### config.mk
export PLATFORM = sky130hd
export DESIGN_NAME = mips_encode
export DESIGN_NICKNAME = d
export VERILOG_FILES = /design/src/rtl/mips_encode.sv
export SDC_FILE = /design/constraint.sdc
export NUM_CORES = 1
export LEC_CHECK = 0
export ABC_AREA = 0
export CAP_MARGIN = 5
export CORE_ASPECT_RATIO = 0.6
export CORE_MARGIN = 2
export CORE_UTILIZATION = 40
export DETAILED_ROUTE_END_ITERATION = 10
export GPL_TIMING_DRIVEN = 0
export PLACE_DENSITY = 0.77
export SLEW_MARGIN = 20
export SYNTH_ARGS = -nofsm -noshare
export SYNTH_HDL_FRONTEND = slang
export SYNTH_SLANG_ARGS = --single-unit
### constraint.sdc
create_clock -name clk -period 2.1 [get_ports clk]
set_input_delay 0.42 -clock clk [delete_from_list [all_inputs] [get_ports clk]]
set_output_delay 0.42 -clock clk [all_outputs]
set_load 0.01 [all_outputs]
### src/rtl/mips_encode.sv
// mips_encode: turns instruction descriptors into 32-bit MIPS instruction words.
// It is the inverse of the core decoder. It expands the LI, MOVE and NOP pseudo-ops and
// drops descriptors that the decoder would flag as reserved-instruction.
// There is a single output register. A second LI word waits in a side register.
module mips_encode (
    input  logic        clk,
    input  logic        rst_b,
    input  logic        req_valid,
    output logic        req_ready,
    input  logic [2:0]  req_fmt,
    input  logic [5:0]  req_op,
    input  logic [5:0]  req_funct,
    input  logic [4:0]  req_rs,
    input  logic [4:0]  req_rt,
    input  logic [4:0]  req_rd,
    input  logic [4:0]  req_shamt,
    input  logic [31:0] req_imm,
    input  logic [25:0] req_target,
    output logic        ins_valid,
    input  logic        ins_ready,
    output logic [31:0] ins_word,
    output logic        ins_last,
    output logic        err_pulse,
    output logic [15:0] enc_count
);

    localparam logic [2:0] FmtR      = 3'd0;
    localparam logic [2:0] FmtI      = 3'd1;
    localparam logic [2:0] FmtRegimm = 3'd2;
    localparam logic [2:0] FmtJ      = 3'd3;
    localparam logic [2:0] FmtLi     = 3'd4;
    localparam logic [2:0] FmtNop    = 3'd5;
    localparam logic [2:0] FmtMove   = 3'd6;

    localparam logic [1:0] StIdle   = 2'd0;
    localparam logic [1:0] StEmit   = 2'd1;
    localparam logic [1:0] StEmitHi = 2'd2;

    localparam logic [5:0] OpSpecial = 6'h00;
    localparam logic [5:0] OpRegimm  = 6'h01;
    localparam logic [5:0] OpOri     = 6'h0D;
    localparam logic [5:0] OpLui     = 6'h0F;
    localparam logic [5:0] FnAddu    = 6'h21;

    logic [1:0]  state_q, state_d;
    logic [31:0] word_q, word_d;
    logic        last_q, last_d;
    logic [31:0] pend_q, pend_d;
    logic        err_q, err_d;
    logic [15:0] count_q, count_d;

    logic        accept;
    logic        handoff;
    logic        dec_legal;
    logic [31:0] dec_word0;
    logic        dec_last0;
    logic [31:0] dec_word1;

    // R-type funct values the decoder accepts.
    function automatic logic funct_ok(input logic [5:0] f);
        unique case (f)
            6'h00, 6'h02, 6'h03, 6'h04, 6'h06, 6'h07, 6'h08, 6'h09, 6'h0C,
            6'h10, 6'h11, 6'h12, 6'h13,
            6'h20, 6'h21, 6'h22, 6'h23, 6'h24, 6'h25, 6'h26, 6'h27,
            6'h2A, 6'h2B: funct_ok = 1'b1;
            default:      funct_ok = 1'b0;
        endcase
    endfunction

    // I-type primary opcodes the decoder accepts.
    function automatic logic iop_ok(input logic [5:0] op);
        unique case (op)
            6'h04, 6'h05, 6'h06, 6'h07, 6'h08, 6'h09, 6'h0A, 6'h0B,
            6'h0C, 6'h0D, 6'h0E, 6'h0F,
            6'h20, 6'h21, 6'h23, 6'h24, 6'h25, 6'h28, 6'h29, 6'h2B: iop_ok = 1'b1;
            default:                                               iop_ok = 1'b0;
        endcase
    endfunction

    // REGIMM branch codes (BLTZ, BGEZ, BLTZAL, BGEZAL).
    function automatic logic regimm_ok(input logic [4:0] rt);
        unique case (rt)
            5'h00, 5'h01, 5'h10, 5'h11: regimm_ok = 1'b1;
            default:                    regimm_ok = 1'b0;
        endcase
    endfunction

    // The register may only take a new descriptor if it is empty or being drained this edge.
    // A pending ORI blocks intake.
    assign req_ready = rst_b && ((state_q == StIdle) || ((state_q == StEmit) && ins_ready));
    assign accept    = req_valid && req_ready;
    assign ins_valid = (state_q != StIdle);
    assign handoff   = ins_valid && ins_ready;

    assign ins_word  = word_q;
    assign ins_last  = last_q;
    assign err_pulse = err_q;
    assign enc_count = count_q;

    // Decode the current descriptor into its first word, whether that word is the last one,
    // and an optional second word.
    always_comb begin
        dec_legal = 1'b0;
        dec_word0 = 32'h0000_0000;
        dec_last0 = 1'b1;
        dec_word1 = 32'h0000_0000;
        unique case (req_fmt)
            FmtR: begin
                dec_legal = funct_ok(req_funct);
                dec_word0 = {OpSpecial, req_rs, req_rt, req_rd, req_shamt, req_funct};
            end
            FmtI: begin
                dec_legal = iop_ok(req_op);
                dec_word0 = {req_op, req_rs, req_rt, req_imm[15:0]};
            end
            FmtRegimm: begin
                dec_legal = regimm_ok(req_rt);
                dec_word0 = {OpRegimm, req_rs, req_rt, req_imm[15:0]};
            end
            FmtJ: begin
                dec_legal = (req_op == 6'h02) || (req_op == 6'h03);
                dec_word0 = {req_op, req_target};
            end
            FmtLi: begin
                dec_legal = 1'b1;
                if (req_imm[31:16] == 16'h0000) begin
                    dec_word0 = {OpOri, 5'd0, req_rt, req_imm[15:0]};
                end else begin
                    dec_word0 = {OpLui, 5'd0, req_rt, req_imm[31:16]};
                    // The ORI is skipped when the low half is zero.
                    dec_last0 = (req_imm[15:0] == 16'h0000);
                    dec_word1 = {OpOri, req_rt, req_rt, req_imm[15:0]};
                end
            end
            FmtNop: begin
                dec_legal = 1'b1;
                dec_word0 = 32'h0000_0000;
            end
            FmtMove: begin
                dec_legal = 1'b1;
                dec_word0 = {OpSpecial, req_rs, 5'd0, req_rd, 5'd0, FnAddu};
            end
            default: begin
                dec_legal = 1'b0;
            end
        endcase
    end

    // Next-state logic. A handoff drains the output register first.
    // A same-edge legal accept then overwrites it.
    always_comb begin
        state_d = state_q;
        word_d  = word_q;
        last_d  = last_q;
        pend_d  = pend_q;
        count_d = count_q;
        err_d   = accept && !dec_legal;

        if (handoff) begin
            count_d = count_q + 16'd1;
            if (state_q == StEmitHi) begin
                word_d  = pend_q;
                last_d  = 1'b1;
                state_d = StEmit;
            end else begin
                last_d  = 1'b0;
                state_d = StIdle;
            end
        end

        if (accept && dec_legal) begin
            word_d  = dec_word0;
            last_d  = dec_last0;
            pend_d  = dec_word1;
            state_d = dec_last0 ? StEmit : StEmitHi;
        end
    end

    // State register with synchronous active-low reset.
    always_ff @(posedge clk) begin
        if (!rst_b) begin
            state_q <= StIdle;
            word_q  <= 32'h0000_0000;
            last_q  <= 1'b0;
            pend_q  <= 32'h0000_0000;
            err_q   <= 1'b0;
            count_q <= 16'h0000;
        end else begin
            state_q <= state_d;
            word_q  <= word_d;
            last_q  <= last_d;
            pend_q  <= pend_d;
            err_q   <= err_d;
            count_q <= count_d;
        end
    end

endmodule
==> results of run 1 <==
registers in the layout (all words and copies together) (netlist names):
| register | count |
|---|---|
| ins_word | 32 |
| pend_q | 22 |
| enc_count | 16 |
| state_q | 2 |
| err_pulse | 1 |
layer usage:
metal	wire length (um)	vias to the layer above
li1	-	2016
met2	6140	232
met3	1640	26
met1	6820	2088
met5	0	-
met4	235	0
logic make-up after synthesis:
logic type	synth area share, %
xor gates and xnor gates	2.93
adders and majority gates	0.322
AOI/OAI and AO/OA	28.5
buffers and inverters	4.63
DFF	37.6
and+or+nand+nor	18.2
muxes	7.78
what timing repair did:
action,CTS,global route
endpoints found under the hold margin,0,0
pin swaps,12,9
buffers inserted,7,5
endpoints found under the setup margin,58,53
resized for setup,65,27
cell usage after synthesis (all sizes together), types with 2 or more instances:
cell type / number
o221ai: 4
mux2: 2
nor2: 33
xnor2: 4
nor2b: 9
nor4: 9
xor2: 9
or3: 4
buf: 14
a21oi: 36
a31oi: 2
clkbuf: 18
nand2: 29
a211oi: 13
o22ai: 11
a21o: 2
a221o: 26
and3: 17
dfxtp: 73
nand4: 6
mux2i: 28
a22oi: 3
nor3: 6
nand2b: 4
inv: 5
or2: 3
nand3: 6
o21ai: 14
nor3b: 3
a22o: 28
and2: 3
final timing paths:
path / to / slack (ns) / cells after the start
setup / recovery: pend_q[6] / 0.01 / 7
hold / removal: pend_q[24] / 0.40 / 2
setup reg to reg: ins_word[30] / 0.17 / 7
hold reg to reg: pend_q[7] / 0.47 / 1
through the flow:
stage	setup WS, ns	setup TNS (ns)	std cells
after global routing	-0.0112	-0.0253	741
after detailed placement	-0.922	-39.96	713
after CTS	-0.00240	-0.00240	736
after global placement	-0.857	-36.62	713
after floorplan	0.0128	0	436
final	0.0146	0	741
power groups by stage:
stage          clock (mW)  sequential (mW)  combinational, mW
2_1_floorplan           0             1.49              0.296
3_3_place_gp            0             1.48              0.685
3_5_place_dp            0             1.48              0.689
4_1_cts              1.54             1.45              0.718
5_1_grt              1.60             1.46              0.801
6_report             1.53             1.46              0.751
layout make-up:
class	instances	area share, %
buffer	32	3.57
clock buffer	13	4.13
clock inverter	3	0.661
inverter	5	0.310
multi-input combinational	326	39.5
sequential	73	24.1
tap	130	2.68
timing repair buffer	159	25.0
==> impl_summary.md, run 1 <==
Critical path
The maximum fanout encountered on the critical timing path is 10. STA classifies the critical path endpoint as a register. The worst setup path startpoint is req_imm[16]. The buffers plus inverters on the worst setup path is 3.

The worst setup path is of the in -> reg kind. The maximum single-stage delay on the critical path is 0.50 ns. Walking the worst path, the cells encountered are clkdlybuf4s50_1 -> nor4_2 -> nand4_1 -> and3_1 -> clkbuf_1 -> clkbuf_4 -> a22o_1. The arrival time of the worst setup path is 2.31 ns.

On the critical path, the stage with the largest delay is an instance of clkdlybuf4s50_1. At the worst endpoint, the required time is 2.32 ns. The reg-to-reg startpoint is state_q[0].

The startpoint kind of the worst setup timing path is an input port. Among cell families on the critical path, the largest total delay comes from buffers and inverters.

Layout
The layout has 805 filler cells. Cells fill 65.0% of the core in the end. The leading cell type in the layout, fill and taps excluded is clkdlybuf4s50_1. The sequential standard cell area is 1460 um2. The library cells used most frequently in the layout, excluding fill and tap cells, are 127 x clkdlybuf4s50_1, 72 x dfxtp_1, 35 x a21oi_1, 31 x nor2_1.

The share of final-layout standard cells stronger than drive strength 1 is 14.1%. The multi-input combinational cells in the finished layout cover a total of 2390 um2. The summed area of non-filler cells in the final layout is 6060 um2.

The diode insertion count for antenna repair is 0. The area added between synthesis and finish is 55.7%. After the last flow step, the layout net total stands at 704.

Detailed routing
The total detailed-routing wirelength is 14.8 mm. The mean routed wirelength per cell is 20.0 um. The number of remaining DRC errors is 0.

Summing over every cut layer, the via total after detailed routing is 4,362. After detailed routing, the number of vias per cell comes to 5.89. The number of DRC markers in iteration 0 is 341. For this run, the detailed router's first-pass iteration total came to 7. The count of nets left with antenna violations after detail routing is 0.

Clock network
Clock latency on the worst-skew pair, taken at its later pin, is 0.33 ns. After clock tree synthesis, the clock-pin slew on the worst setup and hold paths is 0.06 ns. The hold-fix buffer count after cts is 0.

The root buffer cell is clkbuf_16. CTS built an H-tree with a depth of 3. TritonCTS built the clock tree. The worst-case clock buffer depth is 2. The number of buffers inserted during clock tree synthesis is 9. The clock sink count is 73.

Placed design
Once placement finished, the instance area stood at 5520 um2. The count of buffers inserted at the top-level ports is 147. The congestion estimate from routability-driven global placement came to 0.915. The HPWL after detailed placement is 11.1 mm.

Yosys
The area share of the leading cell type in the synthesized netlist is 37.6%. The synthesis-stage register bit count is 73. The leading area contributor after synthesis is dfxtp_1. After synthesis, the netlist uses 53 different library cells. When the netlist entered floorplanning its net count stood at 534. Counting flops with a built-in enable in the synthesized netlist gives 0. The dominant register cell in the synthesized netlist is dfxtp_1. The cell area that synthesis handed to floorplanning was 3890 um2. The synthesized instance count is 436. The mean instance size in the synthesized netlist is 8.92 um2. The portion of the post-synthesis area used by sequential elements is 37.6%.

During synthesis, Yosys emitted a total of 0 warnings. After synthesis, the share of flip-flops with an asynchronous set or reset is 0%. By area the synthesized netlist is led by dfxtp_1 38%, mux2i_1 7.2%, a221o_1 6.7%.

Timing
The worst clock skew on the final layout is 0.00457 ns. After layout, the minimum clock period comes to 2.09 ns. The actual slew at the worst max-slew pin is 0.742 ns.

Setup violations remaining at the end of the flow were counted as 0. The number of endpoints with negative hold slack in the final report is 0. Setup repair after global routing could not meet its margin everywhere. The final cycle utilization of the critical path is 99.3%. Measured against its own limit, the worst slew margin works out to 50.6%. The final-report max-slew violation count came to 0. The timing-limited maximum frequency is 480 MHz. Hold timing on the final database bottoms out at a slack of 0.402 ns.

Power and ir drop
After layout, the design draws a total of 3.73 mW. In this run the static leakage power is 2.42 nW. Combinational cells account for 20.1% of the total power.

The analysis attributes to net switching a power of 0.964 mW. The highest ir drop seen on vdd is 0.000400 V. The clock network fraction of total power is 40.9%. Internal power comes to 2.77 mW.

Of the total power, registers draw 39.0%. The share of total power consumed by net switching is 25.8%. The cell area power density is 616 nW/um2.

Floorplanning
Pin placement for this block handled 149 I/O pins. The floorplan step set the die height to 80.4 um. The row count is 27.

For this configuration, the core starts out at a cell density of 41.7%. The die extent in x is 131 um. The placeable core area is 9320 um2. The floorplan step defined a die boundary enclosing 10,600 um2.

Hold path
The min-delay analysis places its worst path in the category in -> reg. In this run the most critical hold path is launched from req_rt[3].

GRT
For met2 alone, demand over resource in global routing was 41.5%. Entering global routing, the biggest net connects 12 pins. In the global route stage, overall resource usage came out at 28.4%. For met1 alone, demand over resource in global routing was 38.6%. The most used routing layer in global routing is met2.

The wire length of the first global-routing pass is 23.1 mm. The residual overflow from global routing is 0. The number of antenna violations at the first check in global routing was 0.

The via count of the first global-routing pass is 4,251. The routing usage on met3 is 9.97%.

Outcome
The run finished with clean final reports.

Run
The max-capacitance violation count is 0.
Note: power is estimated with default switching activity, not from simulation.
==> run 2, diff against run 1 <==
Settings changed: CORE_MARGIN 2 to 4, SKIP_LAST_GASP set to 1.
==> run 2 against run 1 <==
The flow now finishes with violations (negative setup slack). Via count is 2.9% higher. Wire length is 5.9% higher. Hold slack better by 0.015 ns. Flip-flop and latch count stayed put. Clock skew is 0.00063 ns higher. Fmax is 1.8% lower. Register-to-register slack worse by 0.06 ns. Cell area is 2.5% higher. Final cell count is 0.54% higher. Core utilization is 1.6 points higher. Total power is 7.7% higher. Critical path depth is 2 higher.
==> impl_summary.md, run 2 (synthesis gave the netlist of run 1 again) <==
Outcome
The flow ran to the end, but the final reports show violations. The checks that failed: negative setup slack.

Detailed routing
The via count of the routed design is 4,487 (+2.9%). The total detailed-routing wirelength is 15.7 mm (+5.9%). The mean routed wirelength per cell came to 21.1 um (+5.4%). The via density per instance is 6.02 (+2.3%). The count of nets left with antenna violations after detail routing is 0 (unchanged).

The number of iterations in the first detailed-routing pass came to 5 (-2). The number of remaining DRC errors is 0 (unchanged). The number of DRC markers in iteration 0 came to 630 (+85%).

Layout
The library cells used most frequently in the layout, excluding fill and tap cells, are 126 x clkdlybuf4s50_1, 72 x dfxtp_1, 35 x a21oi_1, 31 x nor2_1, 29 x nand2_1. The area added between synthesis and finish is 59.7%. The layout net count came to 708 (+0.57%).

The summed area of non-filler cells in the final layout is 6210 um2 (+2.5%). The library cell used most frequently in the layout, excluding fill and tap cells, is clkdlybuf4s50_1. The share of final-layout standard cells stronger than drive strength 1 is 15.3% (+1.2 points).

The flip-flop count of the largest register, all copies and words added is 32 (unchanged). The diode insertion count for antenna repair is 0 (unchanged).

Clock network
The clock-pin slew on the worst setup and hold paths came to 0.06 ns (about the same). The root buffer cell is clkbuf_16. The clock latency of the later-clocked register in the worst-skew pair was 0.34 ns (about the same). The worst-case clock buffer depth is 2 (unchanged). The hold-fix buffer count after cts came to 0 (unchanged). TritonCTS built the clock tree. The number of buffers inserted during clock tree synthesis is 9 (unchanged). The clock sink count came to 73 (unchanged). The depth of the CTS H-tree was 3 (unchanged).

GRT
The via count of the first global-routing pass came to 4,236 (-0.35%). The pin count of the biggest net entering global routing was 13 (+1). The number of antenna violations at the first check in global routing was 0 (unchanged).

The wire length of the first global-routing pass is 23.1 mm (+0.12%). The global-route total usage across every layer was 25.8% (-2.6 points). The residual overflow from global routing was 0 (unchanged).

Floorplanning
The number of top-level design ports is 149 (unchanged). The placeable core area came to 9320 um2 (unchanged). The die outline height came to 84.4 um (+5.0%). The die extent in x is 135 um (+3.0%). The row count is 27 (unchanged).

The full die area is 11,400 um2 (+8.2%). The effective utilization at floorplan is 41.7% (unchanged).

Critical path
The arrival time of the worst setup path is 2.36 ns (+0.05 ns). The type of the worst setup path is in -> reg. The startpoint identified for the worst register-to-register timing path is state_q[1].

The depth of the worst register-to-register path is 6 (-1). STA classifies the critical path endpoint as a register. The endpoint required time on the critical path is 2.33 ns (about the same). The endpoint identified for the worst register-to-register timing path is ins_word[24].

The worst setup path is launched from an input port. The worst reg-to-reg setup slack is 0.11 ns (-0.06 ns). The maximum fanout encountered on the critical timing path came to 10 (unchanged).

Timing
The worst clock skew on the final layout was 0.00520 ns (+0.000632 ns). The final cycle utilization of the critical path was 101% (+1.8 points). The actual slew at the worst max-slew pin came to 0.734 ns (-0.00751 ns).

The total setup violations reported at the end of the flow is 21 (+21). The minimum clock period is 2.12 ns (+0.0385 ns). The worst setup slack after layout is -0.0238 ns (-0.0385 ns). The worst max-slew margin expressed relative to the limit is 51.1% (+0.50 points). The final-report max-slew violation count is 0 (unchanged).

The timing-limited maximum frequency is 471 MHz (-1.8%). The number of endpoints with negative hold slack in the final report is 0 (unchanged).

Run
The max-capacitance violation count was 0 (unchanged).

Placed design
The count of buffers inserted at the top-level ports is 147 (unchanged). The weighted congestion at the end of routability-driven global placement is 0.924 (+0.96%). The final HPWL from detailed placement is 11.1 mm (about the same). The area of placed instances came to 5520 um2 (unchanged).

Hold path
The number of cells on the worst hold path is 3 (+1). The classification of the worst-slack hold path is in -> reg. The worst hold path begins at req_op[5]. The path with the worst hold slack has its endpoint at ins_word[31].

Power and ir drop
The clock network fraction of total power is 44.4% (+3.5 points). The overall power after layout is 4.02 mW (+7.7%). The share of total power consumed by net switching is 24.9% (-0.88 points). The combinational group share of total power is 19.4% (-0.7 points). The relative contribution of sequential cells to total power was 36.2% (-2.8 points). The internal power summed over all cells is 3.02 mW (+9.0%). The power spent charging and discharging nets is 1.00 mW (+4.1%). The highest ir drop seen on vdd came to 0.000399 V (-0.28%). The leakage power of the design was 2.47 nW (+2.1%). The cell area power density came to 648 nW/um2 (+5.1%).
run 2: power groups by stage:
stage / logic (mW) / clock network (mW) / registers, mW
CTS: 0.738 / 1.80 / 1.45
floorplan: 0.296 / 0 / 1.49
detailed placement: 0.687 / 0 / 1.48
global route: 0.823 / 1.86 / 1.46
finish: 0.781 / 1.79 / 1.46
global placement: 0.677 / 0 / 1.48
run 2: cell type report:
type / count / area, um2
inverter: 5 / 18.8
sequential: 73 / 1460
clock buffer: 11 / 243
clock inverter: 5 / 103
tap: 130 / 163
multi-input combinational: 326 / 2470
fill: 725 / 3110
buffer: 32 / 205
timing repair buffer: 163 / 1550
run 2: routing by layer:
layer / up-vias / share of wire (%) / GRT usage (%)
li1: 2020 / - / -
met1: 2091 / 41 / 35.0
met2: 339 / 43 / 38.7
met3: 37 / 14 / 9.94
met4: 0 / 2.5 / 6.50
met5: - / 0 / 0
run 2: worst max-delay path, stage by stage:
cell	delay (ns)
buf_2	0.18
nor4b_2	0.40
nor4_4	0.12
buf_4	0.17
a211oi_4	0.26
a211oi_4	0.07
and2_4	0.23
buf_6	0.16
a221o_1	0.34
run 2: worst max path at each step:
stage | from | endpoint | slack (ns) | depth (start not counted)
after floorplan | req_fmt[1] | ins_word[10] | 0.01 | 7
after CTS | req_fmt[0] | ins_word[8] | 0.0009 | 8
final | req_funct[4] | ins_word[24] | -0.02 | 9
after global placement | req_fmt[2] | ins_word[2] | -0.78 | 8
after detailed placement | req_fmt[2] | ins_word[8] | -0.79 | 8
after global routing | req_op[1] | ins_word[18] | -0.02 | 10
run 2: per-stage QoR:
stage          instances  hold WS [ns]  setup TNS, ns  setup slack (ns)  utilization, %
6_report             745         0.417         -0.167           -0.0238            66.6
5_1_grt              745         0.426         -0.289           -0.0221            66.6
4_1_cts              743         0.472              0          0.000894            65.6
3_5_place_dp         713         0.456         -36.59            -0.794            59.2
3_3_place_gp         713         0.447         -33.56            -0.784            59.2
2_1_floorplan        436         0.441              0            0.0128               -
run 2: timing repair:
item	4_1_cts	5_1_grt
endpoints found under the setup margin	55	53
pin swaps	14	11
setup buffers	13	3
gates cloned	1	0
resized for setup	74	39
